File: config.mk
export PLATFORM = sky130hd
export DESIGN_NAME = el2_pmp_chk_seq
export DESIGN_NICKNAME = d
export VERILOG_FILES = /design/src/rtl/el2_pmp_chk_seq.sv
export SDC_FILE = /design/constraint.sdc
export NUM_CORES = 2
export LEC_CHECK = 0
export CORE_ASPECT_RATIO = 1.2
export CORE_MARGIN = 2
export CORE_UTILIZATION = 40
export CTS_BUF_LIST = sky130_fd_sc_hd__clkbuf_4 sky130_fd_sc_hd__clkbuf_8
export CTS_CLUSTER_DIAMETER = 80
export CTS_CLUSTER_SIZE = 14
export DETAILED_ROUTE_END_ITERATION = 10
export DONT_BUFFER_PORTS = 1
export HOLD_SLACK_MARGIN = 0.15
export MAX_ROUTING_LAYER = met4
export SLEW_MARGIN = 10
export SYNTH_ARGS = -nofsm -noshare
export SYNTH_HDL_FRONTEND = slang
export SYNTH_SLANG_ARGS = --single-unit
export TNS_END_PERCENT = 30
File: constraint.sdc
create_clock -name clk -period 7.15 [get_ports clk]
set_input_delay 0.715 -clock clk [delete_from_list [all_inputs] [get_ports clk]]
set_output_delay 0.715 -clock clk [all_outputs]
set_load 0.1 [all_outputs]
File: src/rtl/el2_pmp_chk_seq.sv
// Sequential PMP permission checker: scans entries a group per cycle,
// lowest index wins, answers over valid/ready, keeps a first-fault record.
module el2_pmp_chk_seq #(
  parameter int PMP_ENTRIES       = 16,
  parameter int ENTRIES_PER_CYCLE = 4
) (
  input  logic                       clk,
  input  logic                       rst_l,
  input  logic [8*PMP_ENTRIES-1:0]   pmp_cfg,
  input  logic [32*PMP_ENTRIES-1:0]  pmp_addr,
  input  logic                       pmp_cfg_chg,
  input  logic                       req_valid,
  output logic                       req_ready,
  input  logic [31:0]                req_addr,
  input  logic [1:0]                 req_type,
  input  logic                       req_priv_m,
  output logic                       rsp_valid,
  input  logic                       rsp_ready,
  output logic                       rsp_allow,
  output logic [5:0]                 rsp_entry,
  output logic                       fault_valid,
  output logic [31:0]                fault_addr,
  input  logic                       fault_clr
);

  localparam int IW = (PMP_ENTRIES > 1) ? $clog2(PMP_ENTRIES) : 1;
  localparam int LAST = PMP_ENTRIES - ENTRIES_PER_CYCLE;

  typedef enum logic [1:0] {IDLE, SCAN, RESP} state_t;

  state_t        state_q, state_d;
  logic [IW-1:0] idx_q, idx_d;
  logic [31:0]   addr_q, addr_d;
  logic [1:0]    type_q, type_d;
  logic          priv_q, priv_d;
  logic          allow_q, allow_d;
  logic [5:0]    entry_q, entry_d;
  logic          fv_q, fv_d;
  logic [31:0]   fa_q, fa_d;

  logic [31:0]                   wa;
  logic [32*PMP_ENTRIES+31:0]    lo_all;
  logic [PMP_ENTRIES-1:0]        match;
  logic [7:0]                    cfg_a [PMP_ENTRIES];

  assign wa     = {2'b00, addr_q[31:2]};
  assign lo_all = {pmp_addr, 32'h0};

  for (genvar i = 0; i < PMP_ENTRIES; i++) begin : g_ent
    logic [31:0] hi, lo, care;
    logic [1:0]  am;
    logic        tor, na4, napot;
    assign hi       = pmp_addr[32*i +: 32];
    assign lo       = lo_all[32*i +: 32];
    assign am       = pmp_cfg[8*i+3 +: 2];
    assign cfg_a[i] = pmp_cfg[8*i +: 8];
    // care masks out the trailing ones plus the first zero above them
    assign care  = ~(hi ^ (hi + 32'd1));
    assign tor   = (lo < hi) && (wa >= lo) && (wa < hi);
    assign na4   = (wa == hi);
    assign napot = ((wa ^ hi) & care) == 32'd0;
    assign match[i] = (am == 2'd1) ? tor :
                      (am == 2'd2) ? na4 :
                      (am == 2'd3) ? napot : 1'b0;
  end

  logic          hit;
  logic [IW-1:0] hit_idx;
  logic [IW-1:0] e;
  logic [7:0]    hsel;
  logic          perm;
  logic          allow_c;

  always_comb begin
    hit     = 1'b0;
    hit_idx = '0;
    e       = '0;
    for (int j = ENTRIES_PER_CYCLE - 1; j >= 0; j--) begin
      e = idx_q + IW'(j);
      if (match[e]) begin
        hit     = 1'b1;
        hit_idx = e;
      end
    end
  end

  always_comb begin
    hsel = cfg_a[hit_idx];
    unique case (type_q)
      2'd0:    perm = hsel[0];
      2'd1:    perm = hsel[1];
      2'd2:    perm = hsel[2];
      default: perm = 1'b0;
    endcase
    if (!hit)         allow_c = priv_q;
    else if (hsel[7]) allow_c = perm;
    else              allow_c = priv_q | perm;
    if (type_q == 2'd3) allow_c = 1'b0;
  end

  always_comb begin
    state_d = state_q;
    idx_d   = idx_q;
    addr_d  = addr_q;
    type_d  = type_q;
    priv_d  = priv_q;
    allow_d = allow_q;
    entry_d = entry_q;
    fv_d    = fv_q;
    fa_d    = fa_q;
    if (fault_clr) fv_d = 1'b0;
    unique case (state_q)
      IDLE: begin
        if (req_valid) begin
          addr_d  = req_addr;
          type_d  = req_type;
          priv_d  = req_priv_m;
          idx_d   = '0;
          state_d = SCAN;
        end
      end
      SCAN: begin
        if (pmp_cfg_chg) begin
          idx_d = '0;
        end else if (hit) begin
          entry_d = 6'(hit_idx);
          allow_d = allow_c;
          state_d = RESP;
        end else if (idx_q == IW'(LAST)) begin
          entry_d = 6'd63;
          allow_d = allow_c;
          state_d = RESP;
        end else begin
          idx_d = idx_q + IW'(ENTRIES_PER_CYCLE);
        end
      end
      RESP: begin
        if (rsp_ready) begin
          state_d = IDLE;
          // a denial on the handshake beats a simultaneous clear
          if (!allow_q && (!fv_q || fault_clr)) begin
            fv_d = 1'b1;
            fa_d = addr_q;
          end
        end
      end
      default: state_d = IDLE;
    endcase
  end

  always_ff @(posedge clk or negedge rst_l) begin
    if (!rst_l) begin
      state_q <= IDLE;
      idx_q   <= '0;
      addr_q  <= '0;
      type_q  <= '0;
      priv_q  <= 1'b0;
      allow_q <= 1'b0;
      entry_q <= 6'd63;
      fv_q    <= 1'b0;
      fa_q    <= '0;
    end else begin
      state_q <= state_d;
      idx_q   <= idx_d;
      addr_q  <= addr_d;
      type_q  <= type_d;
      priv_q  <= priv_d;
      allow_q <= allow_d;
      entry_q <= entry_d;
      fv_q    <= fv_d;
      fa_q    <= fa_d;
    end
  end

  assign req_ready   = (state_q == IDLE);
  assign rsp_valid   = (state_q == RESP);
  assign rsp_allow   = allow_q;
  assign rsp_entry   = entry_q;
  assign fault_valid = fv_q;
  assign fault_addr  = fa_q;

  logic unused_bits;
  assign unused_bits = ^{lo_all[32*PMP_ENTRIES +: 32],
                         addr_q[1:0], hsel[6:3]};

endmodule
==> results.py <==
metrics = {
    "run_status": {
        "run_status": "complete, no violations",
    },
    "logic_synthesis": {
        "synthesis.instances": 4423,
        "synth-seq-area-share": 0.0584,
        "synth.area.top_cells": "ha_1 36%, a21oi_1 6.4%, inv_1 6.1%, dfrtp_1 5.4%, nand4_1 4.8%",
        "synth_top_cell_area_share": 0.360,
        "post-synth-top-area-cell": "ha_1",
        "synth-async-reset-ratio": 1.00,
        "yosysWarnings": 0,
        "synthMostInstantiatedCell": "ha_1",
        "ys_seq_elements": 78,
        "synth_cell_type_count": 89,
        "postSynth.topFlopCell": "dfrtp_1",
        "synth_common_cells": "964 x ha_1, 545 x inv_1, 430 x a21oi_1",
        "synth-edff-count": 0,
        "mapped_avg_cell_area_um2": 7.58,
        "synth_fp_nets": 6068,
        "synthesis.area_um2": 33500,
    },
    "global_route": {
        "grt_first_pass_wirelength_mm": 239,
        "via_count_of_the_first_global_routing_pass": 36616,
        "grt_start_max_net_pins": 79,
        "grt_overflow": 0,
        "grt_antenna_before_repair": 22,
        "groute.usage.overall": 0.386,
    },
    "detailed_routing": {
        "route.final.wire_length_mm": 169,
        "routed-wl-met3_mm": 20.5,
        "vias_per_cell": 6.74,
        "vias_after_detailed_routing": 37680,
        "routedWlPerCell_um": 30.3,
        "met1Wirelength_mm": 59.6,
        "route.met2.wl_mm": 76.3,
        "drtPass1Iterations": 6,
        "route.top_layer_used": "met4",
        "detail_route.drc_violations": 0,
        "antenna_left": 0,
        "drt_first_iter_violations": 3028,
    },
    "clocking": {
        "post_cts_resize_count": 0,
        "cts_buffers": 9,
        "cts_setup_buffers": 0,
        "htreeDepth": 3,
        "cts-hold-fix-buffers": 1,
        "clock_sink_count": 78,
        "cts_max_path_buffers": 2,
        "root_buffer": "clkbuf_8",
        "clk_latency_ps": 410,
        "cts_tree": "done",
        "cts.clk_slew.worst_paths_ps": 120,
    },
    "sta": {
        "post-route-period-util": 0.846,
        "timing_hold_violations_final": 0,
        "hold_ws_ps": 175,
        "relSlewSlack": 0.178,
        "finalSetupViolations": 0,
        "setup_repair_after_global_routing_missed_its_margin": "false",
        "worst_pin_slew_ps": 1220,
        "report.final.slew_viol_count": 0,
        "period_minus_slack_ps": 6050,
        "skew_ps": 24.6,
        "final_critical_path_setup_slack_ps": 1100,
        "max_freq_mhz": 165,
        "fin_setup_tns_ps": 0,
    },
    "setup_path": {
        "path_cells": "buf_4 -> ha_1 -> nand4_1 -> or3_1 -> or4_1 -> a21oi_1 -> nor3_1 -> o211a_1 -> a22oi_1 -> o22ai_1 -> a2111oi_2 -> nor2_1 -> o221ai_1 -> nor2_1 -> nor4_1 -> o211ai_1",
        "critPathKind": "reg2reg",
        "timing.critical_path.slowest_stage_cell": "a2111oi_2",
        "crit_arrival_ps": 6310,
        "r2r_cells": 16,
        "end_kind": "flip-flop",
        "path_max_fanout": 12,
        "timing.critical_path.slowest_cell_delay_ps": 890,
        "r2r_slack_ps": 1100,
        "cp_common_cell": "nor2_1",
        "type_of_element_launching_the_critical_path": "flip-flop",
        "critical_path_required_ps": 7410,
    },
    "placed_design": {
        "detailed_place.area_um2": 35100,
        "dp.final_hpwl_mm": 141,
        "dp_cells": 5546,
        "routabilityCongestion": 1.04,
        "numPortBuffers": 0,
        "place_ws_ps": 1160,
    },
    "power_and_ir_drop": {
        "irDropWorstVdd_uv": 392,
        "p_leak_nw": 17.1,
        "power_mw": 9.90,
        "power.density_cell_area_nw_per_um2": 280,
    },
    "floorplanning": {
        "initial_core_util": 0.403,
        "chipWidth_um": 268,
        "io_pins": 723,
        "rows": 116,
        "design.die.area_um2": 86200,
        "core-area_um2": 83200,
        "die_y_um": 321,
    },
    "finish": {
        "finish.instance_area_um2": 35400,
        "flow.area_growth_from_synthesis_pct": 5.55,
        "fin_util": 0.425,
        "final_net_count": 6082,
        "finalNonFillerCells": 5593,
        "drive_above_1_share": 0.0446,
    },
    "job": {
        "timing.max_cap.violations": 0,
    },
    "worst_hold_path": {
        "holdCritPathClass": "in2async",
    },
}
-- layer usage --
metal,track usage,up-vias
met1,0.391,17598
met5,-,-
met4,0.242,0
met3,0.156,606
li1,-,17450
met2,0.617,2026
-- path summary, 6_finish.rpt --
path                             startpoint        endpoint
worst max register to register   addr_q[16]       rsp_allow
min in group clk                req_addr[2]       addr_q[2]
worst max-delay path             addr_q[16]       rsp_allow
worst min-delay path                  rst_l  fault_addr[16]
worst min register to register    addr_q[1]       addr_q[1]
max in group asynchronous             rst_l      addr_q[13]
-- cell usage in the layout (no fill, tap or decap), drive strengths merged, types with 50 or more instances in the layout --
| cell type | count |
|---|---|
| o21ai | 154 |
| nand4 | 260 |
| nor4 | 149 |
| a41oi | 55 |
| and4 | 66 |
| nor2b | 54 |
| nand3 | 146 |
| nor2 | 191 |
| mux2 | 65 |
| nand2 | 223 |
| a21oi | 430 |
| and3 | 50 |
| a31oi | 145 |
| a21o | 164 |
| inv | 549 |
| nor3 | 108 |
| ha | 964 |
| dfrtp | 73 |
-- final cells by class --
type                            instances  area (µm²)
Antenna cell                           30        75.1
Clock buffer                            9         124
Clock inverter                          7        62.6
Fill cell                            8848       47800
Inverter                              545        2050
Multi-Input combinational cell       3765       29400
Sequential cell                        78        2000
Tap cell                             1121        1400
Timing Repair Buffer                   38         305
-- worst max-delay path: cells and delay by family, from the launching register on --
kind / cells / cell delay, ps
DFF: 1 / 820
and+or+nand+nor: 7 / 1850
AOI/OAI and AO/OA: 7 / 2570
buffers and inverters: 1 / 380
adders and majority gates: 1 / 250
-- power by group --
group          switching, mW  leakage (nW)  internal [mW]
Sequential              1.80         0.928          0.645
Combinational           4.22          16.0           2.88
Clock                  0.221        0.0865          0.133
Total                   6.24          17.1           3.66
-- state kept, by name (all words and copies together) (netlist names) --
signal and cells:
rsp_allow 1, fault_addr 32, state_q 2, rsp_entry 5
idx_q 2, fault_valid 1, addr_q 32, priv_q 1
type_q 2
-- cells by family after synthesis --
group	share of synthesized area
DFF	0.0584
muxes	0.0218
and+or+nand+nor	0.228
AOI/OAI and AO/OA	0.262
xor gates and xnor gates	0.00418
buffers and inverters	0.0656
adders and majority gates	0.360
(Power assumes the default switching activity.)
